==> src/rtl/fib_pkg.sv <==
//------------------------------------------------------------------------------
// Module   : fib_pkg
// Brief    : Shared types and constants for the fib / bin2bcd_seq pipeline.
// Revision : 1.0
//------------------------------------------------------------------------------
`default_nettype none

package fib_pkg;

    localparam int BCD_W = 4;
    localparam int N_OUT = 24;

    typedef enum logic [1:0] {
        S_IDLE  = 2'd0,
        S_SHIFT = 2'd1,
        S_DONE  = 2'd2
    } state_t;

endpackage

`default_nettype wire

==> src/rtl/bcd_add3.sv <==
//------------------------------------------------------------------------------
// Module   : bcd_add3
// Brief    : Double-dabble digit corrector: adds 3 when the digit is >= 5.
// Revision : 1.0
//------------------------------------------------------------------------------
`default_nettype none

module bcd_add3
    import fib_pkg::*;
(
    input  logic [BCD_W-1:0] i_digit,
    output logic [BCD_W-1:0] o_digit
);

    // Legal inputs are 0..9, so the result never exceeds 12 and cannot wrap.
    always_comb begin
        o_digit = i_digit;
        if (i_digit >= BCD_W'(5)) begin
            o_digit = i_digit + BCD_W'(3);
        end
    end

endmodule

`default_nettype wire

==> src/rtl/bin2bcd_seq.sv <==
//------------------------------------------------------------------------------
// Module   : bin2bcd_seq
// Brief    : Bit-serial binary-to-BCD converter with 4-phase req/ack handshake.
//            Optional leading-zero mask enabled by macro BIN2BCD_BLANK_EN.
// Revision : 1.0
//------------------------------------------------------------------------------
`default_nettype none

module bin2bcd_seq
    import fib_pkg::*;
#(
    parameter int N_IN     = N_OUT,
    parameter int N_DIGITS = 8
) (
    input  logic                      clk,
    input  logic                      rst_n,
    input  logic                      req,
    input  logic [N_IN-1:0]           bin,
    output logic                      ack,
    output logic [BCD_W*N_DIGITS-1:0] bcd,
    output logic                      ovf,
    output logic [N_DIGITS-1:0]       blank
);

    localparam int                 c_bcd_bits = BCD_W * N_DIGITS;
    localparam int                 c_cnt_w    = $clog2(N_IN + 1);
    localparam logic [c_cnt_w-1:0] c_cnt_last = c_cnt_w'(N_IN - 1);

    state_t                  r_state;
    state_t                  w_state_nxt;
    logic                    w_capture;
    logic                    w_shift;
    logic                    w_finish;

    logic [N_IN-1:0]         r_shreg;
    logic [c_bcd_bits-1:0]   r_work;
    logic                    r_ovf_work;
    logic [c_cnt_w-1:0]      r_cnt;
    logic                    r_ack;
    logic [c_bcd_bits-1:0]   r_bcd;
    logic                    r_ovf;

    logic [c_bcd_bits-1:0]   w_work_adj;
    logic [c_bcd_bits-1:0]   w_work_nxt;
    logic                    w_ovf_nxt;

    // FSM
    always_ff @(posedge clk) begin
        if (!rst_n) begin
            r_state <= S_IDLE;
        end else begin
            r_state <= w_state_nxt;
        end
    end

    always_comb begin
        w_state_nxt = r_state;
        w_capture   = 1'b0;
        w_shift     = 1'b0;
        w_finish    = 1'b0;
        case (r_state)
            S_IDLE: begin
                if (req) begin
                    w_capture   = 1'b1;
                    w_state_nxt = S_SHIFT;
                end
            end
            S_SHIFT: begin
                if (!req) begin
                    w_state_nxt = S_IDLE;
                end else begin
                    w_shift = 1'b1;
                    if (r_cnt == c_cnt_last) begin
                        w_finish    = 1'b1;
                        w_state_nxt = S_DONE;
                    end
                end
            end
            S_DONE: begin
                if (!req) begin
                    w_state_nxt = S_IDLE;
                end
            end
            default: w_state_nxt = S_IDLE;
        endcase
    end

    // Datapath: per-digit correction, then one-bit left shift of {work, shreg}
    for (genvar d = 0; d < N_DIGITS; d++) begin : g_digit
        bcd_add3 u_add3 (
            .i_digit (r_work[d*BCD_W +: BCD_W]),
            .o_digit (w_work_adj[d*BCD_W +: BCD_W])
        );
    end

    assign w_work_nxt = {w_work_adj[c_bcd_bits-2:0], r_shreg[N_IN-1]};
    assign w_ovf_nxt  = r_ovf_work | w_work_adj[c_bcd_bits-1];

    always_ff @(posedge clk) begin
        if (!rst_n) begin
            r_shreg    <= '0;
            r_work     <= '0;
            r_ovf_work <= 1'b0;
            r_cnt      <= '0;
            r_ack      <= 1'b0;
            r_bcd      <= '0;
            r_ovf      <= 1'b0;
        end else begin
            r_ack <= (w_state_nxt == S_DONE);
            if (w_capture) begin
                r_shreg    <= bin;
                r_work     <= '0;
                r_ovf_work <= 1'b0;
                r_cnt      <= '0;
            end else if (w_shift) begin
                r_shreg    <= {r_shreg[N_IN-2:0], 1'b0};
                r_work     <= w_work_nxt;
                r_ovf_work <= w_ovf_nxt;
                r_cnt      <= r_cnt + c_cnt_w'(1);
            end
            if (w_finish) begin
                r_bcd <= w_work_nxt;
                r_ovf <= w_ovf_nxt;
            end
        end
    end

`ifdef BIN2BCD_BLANK_EN
    logic [N_DIGITS-1:0] w_blank;
    logic [N_DIGITS-1:0] r_blank;

    // Walk down from the top digit; digit 0 always stays visible.
    always_comb begin
        logic zero_run;
        w_blank  = '0;
        zero_run = 1'b1;
        for (int i = N_DIGITS - 1; i >= 1; i--) begin
            zero_run   = zero_run & (w_work_nxt[i*BCD_W +: BCD_W] == '0);
            w_blank[i] = zero_run;
        end
    end

    always_ff @(posedge clk) begin
        if (!rst_n) begin
            r_blank <= '0;
        end else if (w_finish) begin
            r_blank <= w_blank;
        end
    end

    assign blank = r_blank;
`else
    assign blank = '0;
`endif

    assign ack = r_ack;
    assign bcd = r_bcd;
    assign ovf = r_ovf;

endmodule

`default_nettype wire
==> config.mk <==
export PLATFORM = sky130hd
export DESIGN_NAME = bin2bcd_seq
export DESIGN_NICKNAME = d
export VERILOG_FILES = /design/src/rtl/fib_pkg.sv /design/src/rtl/bcd_add3.sv /design/src/rtl/bin2bcd_seq.sv
export SDC_FILE = /design/constraint.sdc
export NUM_CORES = 1
export LEC_CHECK = 0
export CAP_MARGIN = 0
export CORE_MARGIN = 3
export CORE_UTILIZATION = 49
export CTS_BUF_LIST = sky130_fd_sc_hd__clkbuf_2 sky130_fd_sc_hd__clkbuf_4 sky130_fd_sc_hd__clkbuf_8
export DETAILED_ROUTE_END_ITERATION = 6
export GPL_ROUTABILITY_DRIVEN = 1
export PLACE_DENSITY_LB_ADDON = 0.08
export SYNTH_ARGS = -nofsm -noshare
export SYNTH_HDL_FRONTEND = slang
export SYNTH_SLANG_ARGS = --single-unit
==> constraint.sdc <==
create_clock -name clk -period 2.1 [get_ports clk]
set_input_delay 0.525 -clock clk [delete_from_list [all_inputs] [get_ports clk]]
set_output_delay 0.525 -clock clk [all_outputs]
set_load 0.01 [all_outputs]
==> metrics.cfg, run 1 <==
[logic_synthesis]
synth_commonest_cells = dfxtp_1, nand2_1, mux2i_1
yosys_register_bits = 98
synth_cell_types = 34
avgSynthCellArea_um2 = 9.056
syn_inst = 500
yosys.area.top_type_share_pct = 43.33
synthArstFlopShare_pct = 0
ys_seq_area_share_pct = 43.33
ys_warn_count = 0
synth_area_um2 = 4528
synth_edf_count = 0
synth_area_leaders = dfxtp_1, mux2i_1, o211a_1
yosysTopAreaCell = dfxtp_1
ys.flop_type = dfxtp_1
synth_most_common_cell = dfxtp_1

[final_layout]
fin_nets = 597
fillCellCount = 804
multiInputGateArea_um2 = 2297
seqCellArea_um2 = 1963
drive_gt1_share_pct = 7.720
antennaDiodeCount = 0
area_growth_pct = 20.67
stdcell_count = 665
finalCoreUtilization_pct = 61.75
stdcell_area_um2 = 5464

[clocking]
cts.sinks = 98
cts-root-buf = clkbuf_8
clk_path_buf_depth = 2
hold_buffers = 0
cts_setup_buffers = 0
cts_made_buffers = 9
cts_resized = 0
ctsHtreeMaxLevel = 3
cts.clk_slew.worst_paths_ns = 0.08
clk_latency_ns = 0.36
cts_tree = yes

[worst_setup_path]
crit_path_end_kind = output port
cp.required_ns = 1.57
r2r_slack_ns = 0.44
cp_top_family = buffers and inverters
critical-path-max-stage-delay_ns = 0.56
crit_path_start_kind = flip-flop
reg2reg_to = bcd[18]
crit_fanout = 2
r2r_cells = 6
path_buf_inv = 1
crit_arrival_ns = 1.29
crit_type = flip-flop to output port
crit_path_cell_trace = clkdlybuf4s50_1
cp_slowest_cell = clkdlybuf4s50_1
crit-reg2reg-launch = r_work[17]

[routing]
via_per_inst = 5.376
wl_um = 9145
drc = 0
drt-pass1-iter-count = 4
postRouteAntennaNets = 0
first_iter_violations = 110
wl_per_cell_um = 13.75
routed-via-count = 3575

[floorplanning]
die_width_um = 102.1
ios = 69
dieHeight_um = 102.1
die_area_um2 = 10430
rows = 34
start_util_pct = 51.17
core_area_um2 = 8848

[power_and_ir_drop]
peakVddDrop_mv = 0.3567
p_leak_nw = 2.376
p_int_mw = 2.735
swShare_pct = 22.02
sequentialPowerShare_pct = 54.5
p_per_area_nw_per_um2 = 641.9
clkPwrFrac_pct = 38.5
p_sw_mw = 0.7724
combPwrFrac_pct = 7.0

[sta]
post-route-min-period_ns = 1.819
hold_viol = 0
slew_violations = 0
fin_crit_sh_pct = 86.64
skew_ns = 0.01178
tightest_slew_ns = 0.5167
rsz0062_at_grt = no
setup_tns_ns = 0
timing.slew.headroom_pct = 65.55
fmax_mhz = 549.6
finalSetupViolCount = 0

[global_route]
grt-ovfl-total = 0
track_usage_pct = 18.41
antenna_found_initial = 0
grt_pass1_wl_um = 15380
grt_max_degree = 50
first_global_vias = 3361

[place]
dp_hpwl_um = 6211
placed_area_um2 = 5243
numPortBuffers = 60
gp_congestion = 0.7973
place_inst = 650

[flow_run]
drv_cap = 0

[min_path]
min-delay-start = r_ovf_work
hold_end = ovf
min_path_type = flip-flop to flip-flop
holdPathStages = 2

[outcome]
status = complete, no violations

## power groups by stage
stage / Combinational, mW / Sequential (mW) / Clock [mW]
final: 0.247 / 1.91 / 1.35
after CTS: 0.249 / 1.91 / 1.39
after global placement: 0.246 / 1.95 / 0
after global routing: 0.274 / 1.92 / 1.45
after detailed placement: 0.249 / 1.96 / 0
after floorplan: 0.164 / 1.95 / 0
## cells in the final DEF, fill, tap and decap left out, types with 15 or more instances in the layout
| cell type | instances |
|---|---|
| mux2i_1 | 34 |
| inv_1 | 17 |
| o211a_1 | 31 |
| dfxtp_1 | 97 |
| o21ai_0 | 27 |
| nor2_1 | 23 |
| nand2b_1 | 16 |
| a21oi_1 | 32 |
| nand3_1 | 15 |
| clkdlybuf4s50_1 | 59 |
| nand2_1 | 73 |
| ha_1 | 17 |
## worst max-delay path by stage
stage | from | end | cells past startpoint
global route | ovf | ovf | 1
CTS | ovf | ovf | 1
finish | ovf | ovf | 1
floorplan | req | bcd[11] | 7
detailed placement | req | bcd[18] | 6
global placement | req | bcd[10] | 6
## cells by family after synthesis
family | count (synthesis) | share of synthesized area (%)
and+or+nand+nor | 150 | 15.45
DFF | 98 | 43.33
muxes | 34 | 7.516
adders and majority gates | 17 | 4.697
buffers and inverters | 57 | 6.604
other | 1 | 0.08282
xor gates and xnor gates | 12 | 2.321
AOI/OAI and AO/OA | 131 | 20.01
## per-layer routing
metal,GRT usage [%],vias up,part of all wire (%)
met2,30.63,73,46
li1,-,1826,-
met4,6.660,0,1.5
met5,0,-,0
met1,23.19,1666,48
met3,4.573,10,4.5
## registers in the layout, indices dropped and copies added (netlist names)
| name | count |
|---|---|
| ovf | 1 |
| bcd | 32 |
| r_cnt | 5 |
| r_ovf_work | 1 |
| r_shreg | 24 |
| ack | 1 |
| r_state | 2 |
| r_work | 32 |
## per-stage QoR
step / hold slack (ns) / power [mW] / setup slack [ns]
finish: 0.4673 / 3.508 / 0.2806
floorplan: 0.4386 / 2.115 / 0.4875
CTS: 0.4707 / 3.552 / 0.2565
global placement: 0.4495 / 2.200 / 0.1074
detailed placement: 0.4585 / 2.204 / 0.07619
global route: 0.5007 / 3.643 / 0.2341
## final cells by class
class,instances,share of cell area [%]
multi-input combinational,352,42.04
sequential,98,35.93
timing repair buffer,75,14.33
clock buffer,11,2.656
tap,108,2.473
clock inverter,4,1.397
inverter,17,1.168
Power figures use the tool's default switching activity.
==> run 2: changes to the inputs <==
HOLD_SLACK_MARGIN = 0.05   (was default)
==> results of run 2 <==
Final layout, timing and power as in run 1 (identical DEF).
==> run 3: changes to the inputs <==
GPL_TIMING_DRIVEN = 1   (was default)
PLACE_DENSITY = 0.74   (was default)
PLACE_DENSITY_LB_ADDON = default   (was 0.08)
==> run 3 against run 2 <==
  * Clock skew decreased by 0.0014 ns
  * First-iteration DRC count increased by 29%
  * Core utilization decreased by 0.38 points
  * Register-to-register slack about the same
  * Flip-flop and latch count unchanged
  * Clock power decreased by 9%
  * Wire length increased by 3.4%
  * Setup slack improved by 0.0053 ns
  * Critical path depth unchanged
  * Via count increased by 0.73%
  * Count of clock-buffer cells in the layout unchanged
  * Global-route usage increased by 0.44 points
  * Critical endpoint unchanged
  * Highest routed layer unchanged
==> metrics.cfg, run 3 (synthesis gave the netlist of run 1 again) <==
[outcome]
status = complete, no violations  ; unchanged

[min_path]
min-delay-start = bcd[9]  ; was r_ovf_work
holdPathStages = 2  ; unchanged
hold_end = bcd[9]  ; was ovf
min_path_type = flip-flop to flip-flop  ; unchanged

[sta]
skew_ns = 0.01043  ; was 0.01178 ns
setup_tns_ns = 0  ; unchanged
finalSetupViolCount = 0  ; unchanged
fin_crit_sh_pct = 86.39  ; was 86.64%
post-route-min-period_ns = 1.814  ; was 1.819 ns
fmax_mhz = 551.2  ; was 549.6 MHz
slew_violations = 0  ; unchanged
rsz0062_at_grt = no  ; unchanged
fin_ws_ns = 0.2859  ; was 0.2806 ns
hold_viol = 0  ; unchanged

[clocking]
ctsHtreeMaxLevel = 3  ; unchanged
clk_path_buf_depth = 2  ; unchanged
cts.sinks = 98  ; unchanged
cts_resized = 0  ; unchanged
cts_made_buffers = 9  ; unchanged
cts_setup_buffers = 0  ; unchanged
hold_buffers = 0  ; unchanged
cts.clk_slew.worst_paths_ns = 0.09  ; was 0.08 ns
cts-root-buf = clkbuf_8  ; unchanged
clk_latency_ns = 0.36  ; about the same
cts_tree = yes  ; unchanged

[routing]
via_per_inst = 5.399  ; was 5.376
wl_um = 9452  ; was 9145 um
drt-pass1-iter-count = 5  ; was 4
met1_length_um = 4424  ; was 4365 um
routed-via-count = 3601  ; was 3,575
route.met2.wl_um = 4425  ; was 4232 um
postRouteAntennaNets = 0  ; unchanged
highest_layer = met4  ; unchanged
wl_per_cell_um = 14.17  ; was 13.75 um
first_iter_violations = 142  ; was 110
route.met3.wl_um = 472  ; was 408 um
drc = 0  ; unchanged

[worst_setup_path]
startpoint = ovf  ; unchanged
crit_path_end_kind = output port  ; unchanged
crit_type = flip-flop to output port  ; unchanged
r2r_cells = 6  ; unchanged
crit_fanout = 2  ; unchanged
path_buf_inv = 1  ; unchanged
crit_path_start_kind = flip-flop  ; unchanged
cp_slowest_cell = clkdlybuf4s50_1  ; unchanged
cp_top_family = buffers and inverters  ; unchanged
crit-reg2reg-launch = r_work[24]  ; was r_work[17]
critical-path-max-stage-delay_ns = 0.55  ; was 0.56 ns
crit_arrival_ns = 1.29  ; about the same
reg2reg_to = r_work[26]  ; was bcd[18]
r2r_slack_ns = 0.43  ; was 0.44 ns
crit_path_cell_trace = clkdlybuf4s50_1  ; unchanged
cp.required_ns = 1.57  ; about the same

[global_route]
grt_max_degree = 45  ; was 50
first_global_vias = 3395  ; was 3,361
antenna_found_initial = 0  ; unchanged
grt_pass1_wl_um = 15730  ; was 15,380 um
grt-ovfl-total = 0  ; unchanged
track_usage_pct = 18.85  ; was 18.41%

[floorplanning]
start_util_pct = 51.17  ; unchanged
core_area_um2 = 8848  ; unchanged
die_width_um = 102.1  ; unchanged
ios = 69  ; unchanged
die_area_um2 = 10430  ; unchanged
rows = 34  ; unchanged
dieHeight_um = 102.1  ; unchanged

[power_and_ir_drop]
swShare_pct = 22.98  ; was 22.02%
p_int_mw = 2.612  ; was 2.735 mW
p_per_area_nw_per_um2 = 624.6  ; was 641.9 nW/um2
p_sw_mw = 0.7793  ; was 0.7724 mW
sequentialPowerShare_pct = 56.5  ; was 54.5%
finalPower_mw = 3.392  ; was 3.508 mW
peakVddDrop_mv = 0.3676  ; was 0.3567 mV
p_leak_nw = 2.360  ; was 2.376 nW
combPwrFrac_pct = 7.2  ; was 7.0%
clkPwrFrac_pct = 36.3  ; was 38.5%

[final_layout]
drive_gt1_share_pct = 8.050  ; was 7.720%
seqCellArea_um2 = 1963  ; unchanged
fin_nets = 599  ; was 597
antennaDiodeCount = 0  ; unchanged
final_common_cell = dfxtp_1  ; unchanged
stdcell_count = 667  ; was 665
multiInputGateArea_um2 = 2297  ; unchanged
area_growth_pct = 19.92  ; was 20.67%
layout_common_cells = dfxtp_1, nand2_1, clkdlybuf4s50_1  ; unchanged
fillCellCount = 766  ; was 804

[flow_run]
drv_cap = 0  ; unchanged

[place]
numPortBuffers = 60  ; unchanged
gp_congestion = 0.8520  ; was 0.7973
dp_hpwl_um = 6528  ; was 6211 um
dp_slack_ns = 0.09287  ; was 0.07619 ns
place_inst = 652  ; was 650

==> run 3: changes by cell type in the layout (fill, tap and decap cells not counted) <==
cell	previous run	this run
buf_4	9	13
buf_12	6	4
clkinvlp_4	1	3
bufinv_16	2	1
clkinv_4	1	0
==> run 3: worst max-delay path by stage <==
stage                     depth (start not counted)  slack (ns)  endpoint
after floorplan                                   7        0.49   bcd[11]
after global placement                            6        0.13   bcd[18]
after detailed placement                          6        0.09   bcd[14]
after CTS                                         1        0.26    bcd[6]
after global routing                              1        0.22       ovf
final                                             1        0.29       ovf
==> run 3: layer usage <==
layer / track usage (%) / up-vias
li1: - / 1830
met1: 22.98 / 1682
met2: 32.48 / 77
met3: 5.051 / 12
met4: 5.853 / 0
met5: 0 / -
==> run 3: per-stage QoR <==
step | hold WS, ns | utilization (%) | cell area (um2)
3_5_place_dp | 0.4612 | 59.13 | 5233
2_1_floorplan | 0.4386 | - | 4554
4_1_cts | 0.4778 | 61.37 | 5430
6_report | 0.4755 | 61.37 | 5430
5_1_grt | 0.4961 | 61.37 | 5430
3_3_place_gp | 0.4477 | 59.13 | 5233
==> run 3: power groups by stage <==
stage | sequential [mW] | combinational, mW | clock [mW]
after detailed placement | 1.96 | 0.246 | 0
after floorplan | 1.95 | 0.164 | 0
final | 1.92 | 0.245 | 1.23
after global routing | 1.92 | 0.271 | 1.32
after CTS | 1.92 | 0.247 | 1.27
after global placement | 1.96 | 0.242 | 0
==> run 3: layout make-up <==
type | count | area share [%]
inverter | 17 | 1.175
multi-input combinational | 352 | 42.30
sequential | 98 | 36.15
timing repair buffer | 77 | 14.24
clock inverter | 4 | 0.9677
tap | 108 | 2.488
clock buffer | 11 | 2.673
